`config.mk`:
```
export PLATFORM = sky130hd
export DESIGN_NAME = btn_debounce_pulse
export DESIGN_NICKNAME = d
export VERILOG_FILES = /design/src/rtl/btn_debounce_pulse.sv
export SDC_FILE = /design/constraint.sdc
export NUM_CORES = 1
export LEC_CHECK = 0
export CELL_PAD_IN_SITES_DETAIL_PLACEMENT = 0
export CELL_PAD_IN_SITES_GLOBAL_PLACEMENT = 2
export CORE_UTILIZATION = 39
export DETAILED_ROUTE_END_ITERATION = 8
export GPL_TIMING_DRIVEN = 0
export PLACE_DENSITY_LB_ADDON = 0.3
export SYNTH_ARGS = -nofsm -noshare
export SYNTH_HDL_FRONTEND = slang
export SYNTH_SLANG_ARGS = --single-unit
export TNS_END_PERCENT = 10
```
`constraint.sdc`:
```
create_clock -name clk -period 5.1 [get_ports clk]
set_clock_uncertainty 0.05 [all_clocks]
set_input_delay 1.02 -clock clk [delete_from_list [all_inputs] [get_ports clk]]
set_output_delay 1.02 -clock clk [all_outputs]
set_load 0.02 [all_outputs]
```
`src/rtl/btn_debounce_pulse.sv`:
```
// btn_debounce_pulse: synchronizes a bouncing button, debounces it, and emits a registered level plus press/release strobes
module btn_debounce_pulse #(
  parameter int DEBOUNCE_CYCLES = 500000,
  parameter int CNT_WIDTH = 20
) (
  input  logic clk,
  input  logic reset,
  input  logic btn_in,
  output logic btn_level,
  output logic btn_pulse,
  output logic btn_release
);
  typedef enum logic [1:0] {IDLE_LOW, WAIT_HIGH, IDLE_HIGH, WAIT_LOW} state_t;
  localparam logic [CNT_WIDTH-1:0] LAST = CNT_WIDTH'(DEBOUNCE_CYCLES - 1);
  state_t state, state_nx;
  logic [CNT_WIDTH-1:0] cnt, cnt_nx;
  logic sync1, sync2, level_nx, pulse_nx, release_nx;
  always_ff @(posedge clk) begin
    if (reset) begin
      sync1 <= 1'b0;
      sync2 <= 1'b0;
      state <= IDLE_LOW;
      cnt <= '0;
      btn_level <= 1'b0;
      btn_pulse <= 1'b0;
      btn_release <= 1'b0;
    end else begin
      sync1 <= btn_in;
      sync2 <= sync1;
      state <= state_nx;
      cnt <= cnt_nx;
      btn_level <= level_nx;
      btn_pulse <= pulse_nx;
      btn_release <= release_nx;
    end
  end
  // a WAIT state commits only after DEBOUNCE_CYCLES+1 consecutive agreeing samples of sync2
  always_comb begin
    state_nx = state;
    cnt_nx = cnt;
    level_nx = btn_level;
    pulse_nx = 1'b0;
    release_nx = 1'b0;
    case (state)
      IDLE_LOW: begin
        state_nx = sync2 ? WAIT_HIGH : IDLE_LOW;
        cnt_nx = sync2 ? '0 : cnt;
      end
      WAIT_HIGH:
        if (!sync2) begin
          state_nx = IDLE_LOW;
          cnt_nx = '0;
        end else if (cnt == LAST) begin
          state_nx = IDLE_HIGH;
          level_nx = 1'b1;
          pulse_nx = 1'b1;
        end else cnt_nx = cnt + 1'b1;
      IDLE_HIGH: begin
        state_nx = sync2 ? IDLE_HIGH : WAIT_LOW;
        cnt_nx = sync2 ? cnt : '0;
      end
      WAIT_LOW:
        if (sync2) begin
          state_nx = IDLE_HIGH;
          cnt_nx = '0;
        end else if (cnt == LAST) begin
          state_nx = IDLE_LOW;
          level_nx = 1'b0;
          release_nx = 1'b1;
        end else cnt_nx = cnt + 1'b1;
      default: begin
        state_nx = IDLE_LOW;
        cnt_nx = '0;
        level_nx = 1'b0;
      end
    endcase
  end
endmodule

```
==> out/results.ini <==
[status]
status=finished clean

[timing]
period_minus_slack_ns=2.30
setup_tns_ns=0
grt_setup_unrepaired=false
slew_headroom_pct=60.9
fmax_ghz=0.435
fin_ws_ns=2.80
finalSetupViolCount=0
drv_slew=0
timing.final.crit_share_pct=45.0
tightest_slew_ns=0.584
hold_viol=0

[placed_design]
place_congestion=0.775
dp_hpwl_um=2440
io_buffers=5
dpl_worst_slack_ns=2.71
dp.cells=221

[setup_path]
path_depth=1
path_max_fanout=3
rr_startpoint=sync2$_SDFF_PP0_
cp_top_family=buffers and inverters
r2r-end=cnt[18]$_SDFFE_PP0P_
cp.arrival_ns=1.23
cp-startpoint=btn_level$_SDFFE_PP0P_
cp_cell_sequence=clkdlybuf4s50_1
critPathMaxStageDelay_ns=0.61
rrSetupSlack_ns=2.98
cp_slowest_cell=clkdlybuf4s50_1
critPathCapture=btn_level
cp-start-kind=register
cp-end-kind=output port
r2r_cells=5
required_ns=4.03
path_buf_inv=1
path_class=register to output port

[yosys]
synth_ff_type=dfxtp_1
synth_top_family_by_area=simple AND/OR/NAND/NOR gates
syn-num-nets=174
ys_warn_count=0
synth.area.mux_share_pct=2.74
ys_seq_elements=27
synth_cells=170
synth-compound-area-share_pct=10.4
synth_edf_count=0
yosysSeqAreaShare_pct=37.0
ys_async_sr_fraction_pct=0
netlist_area_mm2=0.00146
synth_fa_ha_area_share_pct=0.856
syn_avg_cell_area_um2=8.60
yosys.area_share.simple_pct=35.2
synth_cell_types=39
synth_xor_area_share_pct=8.82

[detailed_routing]
wl_um=3430
vias_per_cell=5.81
drc=0
ant_nets=0
drt_pass1_iterations=4
wl_per_cell_um=15.2
vias=1308
drtIter0Drc=101

[cts]
ctsLongestPathBuffers=2
clockRootBuffer=clkbuf_8
cts_setup_buffers=0
cts_max_level=1
path_clk_slew_ns=0.09
clk-insertion-delay-late_ns=0.27
cts_resized=0
cts_num_sinks=27
cts_tree=done
cts_buffers=3
ctsHoldBuffers=0

[global_route]
overflow=0
grt_pass1_wl_um=6360
grt_max_degree=15
grt_pass1_vias=1316
antenna_found_initial=0
grtUsageTotal_pct=19.8

[finish]
fillCellCount=362
final-instance-count-excl-fill=225
drive_gt1_share_pct=6.70
seq_area_um2=541
diodes=0
multi_input_area_um2=847
nNetsFinal=184
syn_to_final_growth_pct=10.4

[floorplanning]
die-height_um=63.2
pin_count=6
die_x_um=63.2
start_util_pct=42.1
die_area_mm2=0.00400
core_mm2=0.00347
row_count=21

[pwr]
ir_worst_vdd_mv=0.103
p_per_area_mw_per_mm2=223
p_leak_uw=0.000495

[min_path]
min_path_type=register to register

[flow_run]
maxCapViolCount=0

-- power breakdown --
group          internal [µW]  switching (µW)
logic                   10.2            15.0
registers                213            1.50
clock network           55.9            64.4
-- layout by cell type (no fill, tap or decap), types with 5 or more instances in the layout --
cell             count
nand3_1              6
a21oi_1              5
nand4_1             11
nor2_1              18
dfxtp_1             27
clkbuf_1             5
nor4b_1              5
clkdlybuf4s50_1      5
nor3_1               6
xnor2_1             10
nor4_1               6
nand2_1             19
-- worst min path at each step --
stage	from	cells past startpoint	slack (ns)	to
6_report	sync1$_SDFF_PP0_	1	0.41	sync2$_SDFF_PP0_
5_1_grt	sync1$_SDFF_PP0_	1	0.42	sync2$_SDFF_PP0_
4_1_cts	sync1$_SDFF_PP0_	1	0.41	sync2$_SDFF_PP0_
3_5_place_dp	sync1$_SDFF_PP0_	1	0.40	sync2$_SDFF_PP0_
3_3_place_gp	sync1$_SDFF_PP0_	1	0.37	sync2$_SDFF_PP0_
2_1_floorplan	sync1$_SDFF_PP0_	1	0.36	sync2$_SDFF_PP0_
-- stage by stage --
step                power, µW  utilization (%)  instance area [µm²]  hold slack (ns)
CTS                       365             46.5                 1610            0.413
global route              378             46.5                 1610            0.416
finish                    360             46.5                 1610            0.408
floorplan                 235                -                 1460            0.364
global placement          244             45.2                 1570            0.368
detailed placement        245             45.2                 1570            0.399
-- layout make-up --
class / instances / area share, %
multi-input combinational: 130 / 52.5
sequential: 27 / 33.5
buffer: 10 / 3.88
tap: 46 / 3.57
timing repair buffer: 5 / 3.10
clock buffer: 4 / 2.79
inverter: 3 / 0.698
-- logic make-up (layout without fill, tap and decap cells) --
logic type / after synthesis / count (layout)
multiplexers: 4 / 4
adder cells (fa/ha/maj): 1 / 1
AND/OR/NAND/NOR: 91 / 91
flip-flops: 27 / 27
buffers and inverters: 13 / 22
XOR/XNOR: 13 / 13
AO/OA/AOI/OAI: 21 / 21
-- state kept, by name (all words and copies together), names as in the netlist, named ones only --
register     flops
btn_release      1
sync2            1
sync1            1
cnt             20
btn_level        1
state            1
btn_pulse        1
-- synthesized netlist by cell type (all sizes together), types with 2 or more instances --
cell type | n | area share, %
clkbuf | 4 | 1.0
nand3 | 6 | 2.1
dfxtp | 27 | 37
o211ai | 4 | 2.1
or4 | 5 | 3.1
or3 | 4 | 1.7
nor3 | 6 | 2.1
a31oi | 3 | 1.3
a21oi | 5 | 1.7
mux2i | 4 | 2.7
nand2 | 19 | 4.9
o311ai | 3 | 1.8
nor2b | 2 | 0.86
inv | 3 | 0.77
nor4 | 6 | 2.6
nor2 | 18 | 4.6
xor2 | 2 | 1.2
buf | 6 | 3.3
and4 | 3 | 1.8
nand4 | 12 | 6.2
nor4b | 5 | 3.0
xnor2 | 10 | 6.0
-- layer usage --
layer	GRT usage, %	share of wire (%)	vias to the layer above
met5	0	0	-
met4	4.26	0.70	0
met3	2.17	2.4	2
met2	33.6	47	14
met1	27.0	49	636
li1	-	-	656
(Power assumes the default switching activity.)
